### src/rtl/risc_alu_pkg.sv
// Shared widths and the stage-1 pipeline register layout for the 32-bit
// two-stage adder.
package risc_alu_pkg;

    localparam int W      = 32;
    localparam int HALF_W = 16;

    // Stage-1 register: upper operand halves plus the finished low half and
    // the carry crossing into bit 16.
    typedef struct packed {
        logic [HALF_W-1:0] a_hi;
        logic [HALF_W-1:0] b_hi;
        logic [HALF_W-1:0] sum_lo;
        logic              c_mid;
    } s1_reg_t;

endpackage

### src/rtl/cla_adder16.sv
// 16-bit carry-lookahead adder: four 4-bit lookahead groups whose group
// generate/propagate terms feed a second-level lookahead carry unit.
module cla_adder16 (
    input  logic [15:0] a,
    input  logic [15:0] b,
    input  logic        c_in,
    output logic [15:0] sum,
    output logic        c_out
);
    import risc_alu_pkg::*;

    logic [HALF_W-1:0] g;
    logic [HALF_W-1:0] p;
    logic [HALF_W-1:0] c;
    logic [3:0]        gg;
    logic [3:0]        gp;
    logic [4:0]        gc;

    assign g = a & b;
    assign p = a ^ b;

    always_comb begin
        gg = '0;
        gp = '0;
        for (int j = 0; j < 4; j++) begin
            gg[j] = g[4*j+3]
                  | (p[4*j+3] & g[4*j+2])
                  | (p[4*j+3] & p[4*j+2] & g[4*j+1])
                  | ((&p[4*j+1 +: 3]) & g[4*j]);
            gp[j] = &p[4*j +: 4];
        end
    end

    // Second-level lookahead: every group carry-in comes straight from c_in.
    assign gc[0] = c_in;
    assign gc[1] = gg[0] | (gp[0] & c_in);
    assign gc[2] = gg[1] | (gp[1] & gg[0]) | (gp[1] & gp[0] & c_in);
    assign gc[3] = gg[2] | (gp[2] & gg[1]) | (gp[2] & gp[1] & gg[0])
                 | (gp[2] & gp[1] & gp[0] & c_in);
    assign gc[4] = gg[3] | (gp[3] & gg[2]) | (gp[3] & gp[2] & gg[1])
                 | (gp[3] & gp[2] & gp[1] & gg[0])
                 | (gp[3] & gp[2] & gp[1] & gp[0] & c_in);

    always_comb begin
        c = '0;
        for (int j = 0; j < 4; j++) begin
            c[4*j]   = gc[j];
            c[4*j+1] = g[4*j] | (p[4*j] & gc[j]);
            c[4*j+2] = g[4*j+1] | (p[4*j+1] & g[4*j]) | (p[4*j+1] & p[4*j] & gc[j]);
            c[4*j+3] = g[4*j+2] | (p[4*j+2] & g[4*j+1])
                     | (p[4*j+2] & p[4*j+1] & g[4*j])
                     | ((&p[4*j +: 3]) & gc[j]);
        end
    end

    assign sum   = p ^ c;
    assign c_out = gc[4];

endmodule

### src/rtl/pipelined_adder32.sv
// Two-stage 32-bit add/subtract pipeline with valid/ready flow control.
// Define PIPELINED_ADDER32_OVF_EN to add the registered signed-overflow output.
module pipelined_adder32 #(
    parameter int W = risc_alu_pkg::W
) (
    input  logic         clk,
    input  logic         rst,
    input  logic         in_valid,
    output logic         in_ready,
    input  logic [W-1:0] a,
    input  logic [W-1:0] b,
    input  logic         c_in,
    input  logic         sub,
    output logic         out_valid,
    input  logic         out_ready,
    output logic [W-1:0] sum,
    output logic         c_out
`ifdef PIPELINED_ADDER32_OVF_EN
    ,
    output logic         ovf
`endif
);
    import risc_alu_pkg::*;

    if (W != 32) begin : g_bad_width
        $error("pipelined_adder32: W must be 32");
    end

    // Handshake: a transfer happens on any rising edge where valid and ready
    // are both high; a producer holds valid and data until it transfers, and
    // in_ready never looks at in_valid.
    logic              s1_valid;
    s1_reg_t           s1_q;
    logic              s2_open;
    logic              s1_advance;
    logic [W-1:0]      b_eff;
    logic              c_eff;
    logic [HALF_W-1:0] lo_sum;
    logic              lo_carry;
    logic [HALF_W-1:0] hi_sum;
    logic              hi_carry;

    assign b_eff = sub ? ~b : b;
    assign c_eff = sub ? 1'b1 : c_in;

    assign s2_open    = !out_valid || out_ready;
    assign s1_advance = s1_valid && s2_open;
    assign in_ready   = !s1_valid || s1_advance;

    cla_adder16 u_cla_lo (
        .a     (a[HALF_W-1:0]),
        .b     (b_eff[HALF_W-1:0]),
        .c_in  (c_eff),
        .sum   (lo_sum),
        .c_out (lo_carry)
    );

    cla_adder16 u_cla_hi (
        .a     (s1_q.a_hi),
        .b     (s1_q.b_hi),
        .c_in  (s1_q.c_mid),
        .sum   (hi_sum),
        .c_out (hi_carry)
    );

    always_ff @(posedge clk) begin
        if (!rst) begin
            s1_valid <= 1'b0;
            s1_q     <= '0;
        end else if (in_ready) begin
            s1_valid <= in_valid;
            if (in_valid) begin
                s1_q.a_hi   <= a[W-1:HALF_W];
                s1_q.b_hi   <= b_eff[W-1:HALF_W];
                s1_q.sum_lo <= lo_sum;
                s1_q.c_mid  <= lo_carry;
            end
        end
    end

    // Stage 2 only reloads when its current result is gone or leaving.
    always_ff @(posedge clk) begin
        if (!rst) begin
            out_valid <= 1'b0;
            sum       <= '0;
            c_out     <= 1'b0;
`ifdef PIPELINED_ADDER32_OVF_EN
            ovf       <= 1'b0;
`endif
        end else if (s2_open) begin
            out_valid <= s1_valid;
            if (s1_valid) begin
                sum   <= {hi_sum, s1_q.sum_lo};
                c_out <= hi_carry;
`ifdef PIPELINED_ADDER32_OVF_EN
                ovf   <= (s1_q.a_hi[HALF_W-1] == s1_q.b_hi[HALF_W-1])
                      && (hi_sum[HALF_W-1] != s1_q.a_hi[HALF_W-1]);
`endif
            end
        end
    end

endmodule

### config.mk
export PLATFORM = sky130hd
export DESIGN_NAME = pipelined_adder32
export DESIGN_NICKNAME = d
export VERILOG_FILES = /design/src/rtl/risc_alu_pkg.sv /design/src/rtl/cla_adder16.sv /design/src/rtl/pipelined_adder32.sv
export SDC_FILE = /design/constraint.sdc
export NUM_CORES = 1
export LEC_CHECK = 0
export ABC_AREA = 1
export BUFFER_PORTS_ARGS = -buffer_cell sky130_fd_sc_hd__buf_2
export CAP_MARGIN = 5
export CORE_MARGIN = 4
export CORE_UTILIZATION = 49
export DETAILED_ROUTE_END_ITERATION = 12
export GPL_TIMING_DRIVEN = 0
export PLACE_DENSITY = 0.79
export REMOVE_ABC_BUFFERS = 1
export SLEW_MARGIN = 20
export SYNTH_ARGS = -nofsm -noshare
export SYNTH_HDL_FRONTEND = slang
export SYNTH_SLANG_ARGS = --single-unit
### constraint.sdc
create_clock -name clk -period 2.6 [get_ports clk]
set_clock_uncertainty 0.2 [all_clocks]
set_input_delay 0.13 -clock clk [delete_from_list [all_inputs] [get_ports clk]]
set_output_delay 0.13 -clock clk [all_outputs]
set_load 0.02 [all_outputs]
Word level (Yosys, flattened, before mapping)
Cells that the tools add are included.
{"block": "totals", "register_bits": 84}
{"block": "op_classes", "muxes": 2, "bitwise": 227, "n_reduce_logical": 31}
{"cell": "$and 1x1->1", "count": 128}
{"cell": "$or 1x1->1", "count": 92}
{"cell": "$xor 16x16->16", "count": 4}
{"cell": "$reduce_and 3->1", "count": 16}
{"cell": "$and 16x16->16", "count": 2}
{"cell": "$mux 32", "count": 1}
{"cell": "$not 32->32", "count": 1}
{"cell": "$reduce_and 4->1", "count": 8}
{"cell": "$reduce_and 2->1", "count": 2}
{"cell": "$logic_not 1->1", "count": 2}
{"cell": "$logic_or 1x1->1", "count": 2}
{"cell": "$logic_and 1x1->1", "count": 1}
{"cell": "$mux 1", "count": 1}

Logic depth before layout (Yosys ltp)
Gate-level depths: netlist of run 1.
{"block": "depth", "ltp_word": 14, "mapped_depth": 17}

Modules after synthesis
From an unflattened synthesis of run 1, not the netlist that was laid out.
{"block": "hier_totals", "cells_unflattened": 715, "area_unflattened_um2": 5097.4}
{"mod": "pipelined_adder32", "n_inst": 1, "cells_per_inst": 473, "area_each_um2": 3558.4, "seq_area_each_um2": 1681.6}
{"mod": "cla_adder16", "n_inst": 2, "cells_per_inst": 121, "area_each_um2": 769.5, "seq_area_each_um2": 0.0}

Worst setup path before layout of run 1
Ideal clock, no wire load.
{"block": "synth_path", "path_kind": "input -> register", "start": "input sub", "end": "register s1_q[14] in the netlist's numbering", "arrival_time_ns": 2.268, "required_ns": 2.314, "setup_slack_ns": 0.046, "stages": 15, "path_buffers": 2, "path_cell_list": "buf_6 buf_2 xnor2_1 inv_1 ha_1 nand2_2 nor2_1 inv_1 nor2_1 nand2_2 nand2_2 inv_1 fa_1 xor2_1 a211oi_1"}
{"block": "synth_via", "elab_chain_cells": 13, "word_cells_on_any_way": 42, "cone_classes": "2 x mux; 34 x bitwise; 6 x reduce/logical"}
{"item": "start, declared", "line": "pipelined_adder32.sv:13", "text": "input logic sub,"}
{"item": "$mux 32", "line": "pipelined_adder32.sv:43", "text": "assign b_eff = sub ? ~b : b;"}
{"item": "$xor 16x16->16 / $and 16x16->16 (equally long branches)", "line": "cla_adder16.sv:20, cla_adder16.sv:19"}
{"item": "$and 1x1->1 (on tied branches)", "line": "cla_adder16.sv:27, cla_adder16.sv:28"}
{"item": "$or 1x1->1 / $and 1x1->1 (equally long branches)", "line": "cla_adder16.sv:27, cla_adder16.sv:28"}
{"item": "$or 1x1->1", "line": "cla_adder16.sv:28", "text": "| (p[4*j+3] & p[4*j+2] & g[4*j+1])"}
{"item": "$or 1x1->1", "line": "cla_adder16.sv:29", "text": "| ((&p[4*j+1 +: 3]) & g[4*j]);"}
{"item": "$and 1x1->1", "line": "cla_adder16.sv:38", "text": "assign gc[3] = gg[2] | (gp[2] & gg[1]) | (gp[2] & gp[1] & gg[0])"}
{"item": "$or 1x1->1 (2 in a row)", "line": "cla_adder16.sv:38"}
{"item": "$or 1x1->1", "line": "cla_adder16.sv:39", "text": "| (gp[2] & gp[1] & gp[0] & c_in);"}
{"item": "$and 1x1->1", "line": "cla_adder16.sv:48", "text": "c[4*j+1] = g[4*j] | (p[4*j] & gc[j]);"}
{"item": "$or 1x1->1", "line": "cla_adder16.sv:48"}
{"item": "$xor 16x16->16 *", "line": "cla_adder16.sv:56", "text": "assign sum = p ^ c;"}
{"item": "end, declared", "line": "pipelined_adder32.sv:33", "text": "s1_reg_t s1_q;"}
Mark *: on every way between the ends. The rest lies on a longest branch, timed or not.
A chain may end at the register's enable or synchronous reset.

Worst setup path after layout of run 1
Ends and elaborated chain as after synthesis.

==> results, run 1 <==
- The routability congestion estimate from global placement is 0.8744.
- Of the synthesized area, sequential elements account for between 30% and 40%.
- The total standard cell area after synthesis is between 0.004 and 0.005 sq mm.
- The power share of the clock group is approximately 29%.
- The post-route total power is about 3.3 mW.
- The maximum level of the CTS H-tree is 3.
- Across every metal layer, demand over resource in global routing totals around 20%.
- Based on the critical path, the design can be clocked at up to approximately 0.42 GHz.
- The number of maximum-capacitance violations is 0.
- Combinational logic burns between 20% and 30% of the power.
- The part of the cycle the worst path needs is 92.04%.
- The starting utilization of the core area is 50.59%.
- The average wire length per cell after detail routing is 12.70 um.
- The area overhead of the layout relative to synthesis is 23.97%.
- The initialized floorplan defines 35 standard-cell rows.
- The final count of pins violating max slew is 0.
- The largest fanout of any net on the critical path is 33.
- The internal power is between 2 and 2.5 mW.
- Synthesis instantiated 33 different standard cells from the library.
- The required time reported for the critical path endpoint is around 2.7 ns.
- In the synthesized netlist, the number of instances is 613.
- For the pin with the worst max-slew slack, the measured transition is 0.9662 ns.
- The maximum number of pins on one net before global-route repair is between 70 and 80.
- The post-layout utilization of the core is a little over three fifths.
- The CTS tree is built.
- The ratio of cells with drive above 1 in the final layout is just under 20%.
- The number of antenna repair diodes is 0.
- The critical path data arrival time is 2.45 ns.
- The residual antenna-violating net count after detailed routing is 0.
- The mean instance size in the synthesized netlist is 7.662 sq um.
- The die is 105.9 um wide.
- The final hold violation count is 0.
- The final-layout worst hold slack is approximately 0.016 ns.
- The clock passes through at most 2 buffers.
- Across the VDD grid, the largest voltage drop is 292.4 uV.
- In the routed design, unresolved DRC markers number 0.
- The net switching power is roughly 1.0 mW.
- The static leakage is a little under 3 nW.
- The placed instances occupy a cell area of between 0.005 and 0.006 sq mm.
- The final number of setup-violating endpoints is 0.
- The worst setup path is launched from a primary input.
- The first routing iteration left 146 violations.
- The half-perimeter wire length after detailed placement is 7.313 mm.
- The number of nets in the layout is 844.
- The total number of yosys warnings is 0.
- The flow ran to the end, and the final reports show no timing, DRC or antenna violations.
- After clock tree synthesis, the clock-pin slew on the worst setup and hold paths is 0.09 ns.
- The via count of the first global-routing pass is roughly 4.2k.
- At the later pin of the worst-skew pair, clock insertion delay measures about 0.34 ns.
- In the layout the commonest cells are sky130_fd_sc_hd__nor2_1 (103), sky130_fd_sc_hd__buf_2 (103), sky130_fd_sc_hd__dfxtp_1 (84).
- The total area inside the core boundary comes to 0.009284 sq mm.
- For this design, the sink count on the clock tree is 84.
- The die is 105.9 um tall.
- Clock tree synthesis inserted a total of 9 buffers.
- The global-route wire length before repair is approximately 19 mm.
- The total negative setup slack is 0 ns.
- The path class of the tightest hold or removal check is in2reg.
- The number of buffers inserted by port buffering is about 100.
- The endpoint type of the worst setup path is a flop.
- The switching portion of total power is between 30% and 40%.
- The initial antenna violation count is 0.
- After routing the design area is between 0.005 and 0.006 sq mm.
- The filler cell count in the final layout is 860.
- For this design the top-level I/O count stands at approximately 110.
- Counting flops and latches in the post-synthesis netlist gives 84.
- Counting I/O delays and the setup requirement, the final critical path takes about 2.4 ns.
- In this run the clock root is driven by a sky130_fd_sc_hd__clkbuf_8.
- Setup repair after global routing left no endpoint under its margin.
- The overall overflow remaining after global route is 0.
- The count of buffers added by post-CTS timing repair for setup is 0.
- The routed wire length is ~11 mm.
- Before antenna repair, the detailed router went through 4 iterations.
- In this run the tightest slew margin relative to its limit is 35.58%.
- The die covers between 0.01 and 0.015 sq mm.
- The power per standard cell area is roughly 560 mW/mm^2.
- The total via count in the routed design is about 4.3k.
- Registers are responsible for about 44% of the overall power.
- In the routed layout, each cell is associated on average with a via count of slightly below 5.
- The type of the worst setup path is in2reg.
## Yosys cell counts
cell                       count  area share, %
sky130_fd_sc_hd__nand3b_4      1           0.43
sky130_fd_sc_hd__clkinv_1      1          0.080
sky130_fd_sc_hd__o211ai_1      2           0.32
sky130_fd_sc_hd__buf_6         1           0.24
sky130_fd_sc_hd__a31oi_1       8            1.1
sky130_fd_sc_hd__nand4_1       1           0.13
sky130_fd_sc_hd__nand3_4       1           0.37
sky130_fd_sc_hd__inv_2         4           0.32
sky130_fd_sc_hd__nand2_1      66            5.3
sky130_fd_sc_hd__nand2_2      10            1.3
sky130_fd_sc_hd__ha_1         33            8.8
sky130_fd_sc_hd__o21ai_1       3           0.32
sky130_fd_sc_hd__nor3_2        1           0.21
sky130_fd_sc_hd__a21oi_1      46            4.9
sky130_fd_sc_hd__a21o_1        4           0.64
sky130_fd_sc_hd__dfxtp_1      84             36
sky130_fd_sc_hd__xnor2_1      22            4.1
sky130_fd_sc_hd__nand3_1      21            2.2
sky130_fd_sc_hd__inv_1        57            4.6
sky130_fd_sc_hd__and2_4        1           0.19
sky130_fd_sc_hd__a21oi_2       2           0.37
sky130_fd_sc_hd__o21ai_0      69            7.4
sky130_fd_sc_hd__a211oi_1      5           0.80
sky130_fd_sc_hd__nor2_1      103            8.2
sky130_fd_sc_hd__buf_2        12            1.3
sky130_fd_sc_hd__clkbuf_1     16            1.3
sky130_fd_sc_hd__o21bai_1      3           0.48
sky130_fd_sc_hd__nand3_2       1           0.21
sky130_fd_sc_hd__fa_1          8            3.4
sky130_fd_sc_hd__nor2_8        1           0.43
sky130_fd_sc_hd__nand2_4       1           0.24
sky130_fd_sc_hd__or2_1         1           0.13
sky130_fd_sc_hd__xor2_1       24            4.5
## cells by family (layout without fill, tap and decap cells)
group | after synthesis | after routing | synth area share (%)
flops | 84 | 84 | 35.80
xor+xnor | 46 | 46 | 8.577
buf+inv | 91 | 216 | 7.752
simple gates | 209 | 209 | 19.42
fa+ha+maj | 41 | 41 | 12.20
compound gates | 142 | 142 | 16.25
## sequential cells by signal (all words and copies together), names as in the netlist
register and flops:
out_valid 1, s1_valid 1, c_out 1, sum 32, s1_q 49
## worst max-delay path, cell delays in order
cell	delay (ns)
sky130_fd_sc_hd__clkbuf_8	0.27
sky130_fd_sc_hd__xor2_1	0.23
sky130_fd_sc_hd__ha_1	0.39
sky130_fd_sc_hd__nand2_2	0.09
sky130_fd_sc_hd__nor2_1	0.14
sky130_fd_sc_hd__inv_1	0.06
sky130_fd_sc_hd__nor2_1	0.13
sky130_fd_sc_hd__nand2_2	0.07
sky130_fd_sc_hd__nand2_2	0.10
sky130_fd_sc_hd__inv_1	0.06
sky130_fd_sc_hd__fa_1	0.41
sky130_fd_sc_hd__xor2_1	0.15
sky130_fd_sc_hd__a211oi_1	0.21
## power groups by stage
stage | Combinational (mW) | Clock, mW | Sequential [mW]
finish | 0.858 | 0.965 | 1.46
global route | 0.978 | 1.05 | 1.47
CTS | 0.859 | 0.993 | 1.46
detailed placement | 0.815 | 0 | 1.49
global placement | 0.785 | 0 | 1.48
floorplan | 0.528 | 0 | 1.52
## per-layer routing
layer	track usage [%]	wire length (um)	vias to the layer above
li1	-	-	2222
met1	24.90	4837	1979
met2	36.02	5539	103
met3	3.461	549	8
met4	5.735	89	0
met5	0	0	-
## timing repair
| action | in CTS | in global routing |
|---|---|---|
| setup endpoints to repair | 20 | 57 |
| hold buffers | 34 | 0 |
| gates resized for setup | 2 | 5 |
| endpoints found under the hold margin | 35 | 0 |
## cell type report
class | instances | area [sq um] | area share (%)
flip-flops and latches | 84 | 1682 | 28.88
clock inverters | 6 | 71.32 | 1.225
clock buffers | 10 | 137.6 | 2.364
inverters | 62 | 240.2 | 4.125
multi-input cells | 438 | 2661 | 45.70
well taps | 129 | 161.4 | 2.772
repair buffers | 138 | 869.6 | 14.93
## stage by stage
stage / std cells / setup slack [ns]
after floorplan: 584 / 0.2207
after global placement: 817 / -0.7094
after detailed placement: 817 / -0.6872
after CTS: 867 / 0.02797
after global routing: 867 / 0.02471
final: 867 / 0.2069
## worst paths after layout
kind	from	endpoint	slack, ns	cells past startpoint
max	sub	s1_q[14]	0.21	13
min	a[4]	s1_q[5]	0.02	4
max reg2reg	s1_q[18]	sum[29]	0.38	9
min reg2reg	s1_q[16]	sum[15]	0.27	2
(Power assumes the default switching activity.)
==> run 2: changes to the inputs <==
Settings changed: CELL_PAD_IN_SITES_DETAIL_PLACEMENT set to 1, CELL_PAD_IN_SITES_GLOBAL_PLACEMENT set to 1, CORE_UTILIZATION 49 to 36, PLACE_DENSITY 0.79 to 0.8.
==> run 2 against run 1 <==
Net effect:
- count of clock-buffer cells in the layout up 2
- non-clock buffer count unchanged
- critical path depth up 1
- critical path type unchanged
- total power up 12%
- largest power group unchanged
- register-to-register slack worse by 0.08 ns
==> results, run 2 (same netlist as run 1, synthesis figures left out) <==
- Run status: finished, final reports clean (unchanged).
- The most common library cell in the layout ignoring fill and taps is sky130_fd_sc_hd__nor2_1.
- The reg-to-reg critical path endpoint is sum[28] (was sum[29]).
- The initial antenna violation count is 0 (unchanged).
- The type of the worst setup path is in2reg (unchanged).
- The overall overflow remaining after global route is 0 (unchanged).
- The half-perimeter wire length after detailed placement is 8.773 mm (was 7.313 mm).
- Ordered list of cells on the worst path: buf_8 -> xnor2_2 -> inv_1 -> ha_1 -> nand2_1 -> nor2_1 -> nand2_2 -> nand3_4 -> nand2_2 -> nand2_2 -> inv_1 -> fa_1 -> xor2_1 -> a211oi_1 (was clkbuf_8 -> xor2_1 -> ha_1 -> nand2_2 -> nor2_1 -> inv_1 -> nor2_1 -> nand2_2 -> nand2_2 -> inv_1 -> fa_1 -> xor2_1 -> a211oi_1).
- The power share of the clock group is 35.9% (was 29.4%).
- The largest fanout of any net on the critical path came to 33 (unchanged).
- The count of TritonRoute iterations in the first routing pass is 4 (unchanged).
- The met2 wire length was 6.912 mm (was 5.539 mm).
- The part of the cycle the worst path needs is 90.07% (was 92.04%).
- The routability congestion estimate from global placement is 0.8448 (was 0.8744).
- The total global-route track usage is 17.94% (was 20.15%).
- The post-route non-filler standard cell count is 910 (was 867).
- The final count of pins violating max slew is 0 (unchanged).
- The CTS tree is built (unchanged).
- The maximum number of pins on one net before global-route repair was 76 (unchanged).
- The post-route total power is 3.660 mW (was 3.280 mW).
- The total via count in the routed design is 4,391 (was 4,312).
- The internal power came to 2.554 mW (was 2.236 mW).
- The worst-case vdd ir drop is 303.9 uV (was 292.4 uV).
- The register with the most flip-flops is s1_q (unchanged).
- The starting utilization of the core area came to 36.92% (was 50.59%).
- The most frequent cell on the critical path is sky130_fd_sc_hd__nand2_2 (unchanged).
- The launching point of the worst reg2reg path is s1_q[28] (was s1_q[18]).
- The number of maximum-capacitance violations is 0 (unchanged).
- The vertical die dimension came to 122.2 um (was 105.9 um).
- The ratio of cells with drive above 1 in the final layout was 19.92% (was 19.78%).
- The number of buffers created by CTS came to 9 (unchanged).
- The number of buffers inserted by port buffering is 104 (unchanged).
- The static leakage came to 2.975 nW (was 2.924 nW).
- The startpoint type of the worst setup path is a primary input (unchanged).
- The hold-critical path depth is 4 (unchanged).
- The number of placed I/O pins is 105 (unchanged).
- The detailed router's first-iteration violation count was 202 (was 146).
- The post-place setup slack is -0.7341 ns (was -0.6872 ns).
- The type of the tightest min-delay check is in2reg (unchanged).
- RSZ-0062 raised after global routing: false (unchanged).
- The number of antenna repair diodes was 0 (unchanged).
- The endpoint type of the worst setup path is a flop (unchanged).
- The met1 wire length is 5.488 mm (was 4.837 mm).
- The final number of setup-violating endpoints is 0 (unchanged).
- The number of cell rows is 41 (was 35).
- The critical path data arrival time is 2.39 ns (was 2.45 ns).
- The global-route wire length before repair was 21.67 mm (was 18.77 mm).
- The start point of the worst min-delay path is a[15] (was a[4]).
- The width of the die is 122.2 um (was 105.9 um).
- Registers with the most flip-flops: s1_q: 49 flops, sum: 32 flops (unchanged).
- The clock slew at the register clock pins of the worst setup and hold paths is 0.06 ns (was 0.09 ns).
- The post-layout minimum cycle time was 2.342 ns (was 2.393 ns).
- The number of sinks on the clock net is 84 (unchanged).
- The via-per-instance ratio is 4.825 (was 4.973).
- The flip-flop count of the largest register after layout is 49 (unchanged).
- The area overhead of the layout relative to synthesis is 27.54% (was 23.97%).
- The number of remaining DRC errors came to 0 (unchanged).
- The relative max-transition margin is 53.17% (was 35.58%).
- The power per standard cell area was 610.9 mW/mm^2 (was 563.2 mW/mm^2).
- The maximum buffer depth of the clock tree is 2 (unchanged).
- The via count of the first global-routing pass was 4,580 (was 4,170).
- The instance count after placement with tap cells included was 860 (was 817).
- The net switching power was 1.105 mW (was 1.043 mW).
- The worst setup margin was 0.2583 ns (was 0.2069 ns).
- Highest-count cells in the layout ignoring fill and taps: sky130_fd_sc_hd__nor2_1 (103), sky130_fd_sc_hd__buf_2 (102), sky130_fd_sc_hd__dfxtp_1 (84) (was sky130_fd_sc_hd__nor2_1 (103), sky130_fd_sc_hd__buf_2 (103), sky130_fd_sc_hd__dfxtp_1 (84)).
- The required time reported for the critical path endpoint came to 2.65 ns (was 2.66 ns).
- The master of the slowest instance on the critical path is sky130_fd_sc_hd__fa_1 (unchanged).
- The worst-case register-to-register setup slack is 0.30 ns (was 0.38 ns).
- The relative contribution of combinational cells to total power came to 24.2% (was 26.2%).
- The cell count of the worst reg-to-reg path was 10 (was 9).
- The switching portion of total power came to 30.20% (was 31.81%).
- The maximum level of the CTS H-tree is 3 (unchanged).
- The final hold violation count came to 0 (unchanged).
- The routed length on met3 is 552 um (was 549 um).
- The clock tree root driver cell is sky130_fd_sc_hd__clkbuf_16 (was sky130_fd_sc_hd__clkbuf_8).
- The highest routing layer actually used is met4 (unchanged).
- The biggest cell delay along the critical path is 0.41 ns (about the same).
- The routed wire length is 13.08 mm (was 11.02 mm).
- The core outline area is 0.01272 sq mm (was 0.009284 sq mm).
- The number of nets in the layout is 844 (unchanged).
- The residual antenna-violating net count after detailed routing came to 0 (unchanged).
- The area of the die was 0.01494 sq mm (was 0.01122 sq mm).
- The highest clock rate was 0.4270 GHz (was 0.4179 GHz).
- The sequential power share is 39.9% (was 44.4%).
- The average wire length per cell after detail routing came to 14.37 um (was 12.70 um).
- The worst min-delay path endpoint is s1_q[0] (was s1_q[5]).
- The filler cell count in the final layout is 1,618 (was 860).
- The clock network latency to the later pin of the worst-skew pair was 0.34 ns (about the same).
- The pin slew with the least headroom to its limit is 0.7025 ns (was 0.9662 ns).
-- run 2: cell types whose count changed in the layout (fill, tap and decap cells not counted), sizes merged --
cell and change:
clkbuf +1, buf +1, inv -2
-- run 2: what timing repair did --
item	in CTS	in global routing
gates resized for setup	3	7
hold buffers	34	0
setup buffers	0	0
setup endpoints to repair	39	57
pin swaps	0	0
endpoints found under the hold margin	34	0
-- run 2: final cells by class --
class / count / area, sq um / share of cell area, %
clock buffer: 12 / 256.5 / 4.282
clock inverter: 4 / 47.55 / 0.7937
inverter: 62 / 240.2 / 4.010
multi-input combinational: 438 / 2676 / 44.67
sequential: 84 / 1682 / 28.07
tap: 172 / 215.2 / 3.592
timing repair buffer: 138 / 873.3 / 14.58
-- run 2: power groups by stage --
stage,sequential (mW),clock [mW],combinational (mW)
after floorplan,1.52,0,0.528
after global placement,1.48,0,0.801
after detailed placement,1.49,0,0.842
after CTS,1.46,1.34,0.892
after global routing,1.47,1.39,1.01
final,1.46,1.31,0.885
-- run 2: critical path: cells and delay by family --
family | cells | cell delay (ns)
adder cells (fa/ha/maj) | 2 | 0.68
XOR/XNOR | 2 | 0.35
buffers and inverters | 3 | 0.47
AO/OA/AOI/OAI | 1 | 0.21
AND/OR/NAND/NOR | 6 | 0.56
-- run 2: routing by layer --
metal | GRT usage [%] | up-vias
met2 | 34.15 | 90
li1 | - | 2224
met5 | 0 | -
met1 | 20.82 | 2064
met3 | 3.180 | 13
met4 | 3.919 | 0
-- run 2: how the worst max path moves through the flow --
stage | from | end | slack, ns | depth (start not counted)
6_report | sub | s1_q[14] | 0.26 | 14
5_1_grt | sub | s1_q[14] | 0.05 | 14
4_1_cts | out_valid | sum[22] | 0.08 | 7
3_5_place_dp | sub | s1_q[14] | -0.73 | 13
3_3_place_gp | out_valid | sum[23] | -0.82 | 5
2_1_floorplan | out_valid | sum[19] | 0.22 | 5
-- run 2: metrics by stage --
step                      cell area, sq um  utilization [%]  hold WS [ns]  setup TNS, ns
after detailed placement              5303            41.68        0.1924         -8.532
after global routing                  5991            47.09       0.07207              0
final                                 5991            47.09       0.01698              0
after CTS                             5957            46.82       0.01149              0
after global placement                5301            41.67        0.1832         -26.44
after floorplan                       4566                -       0.06571              0
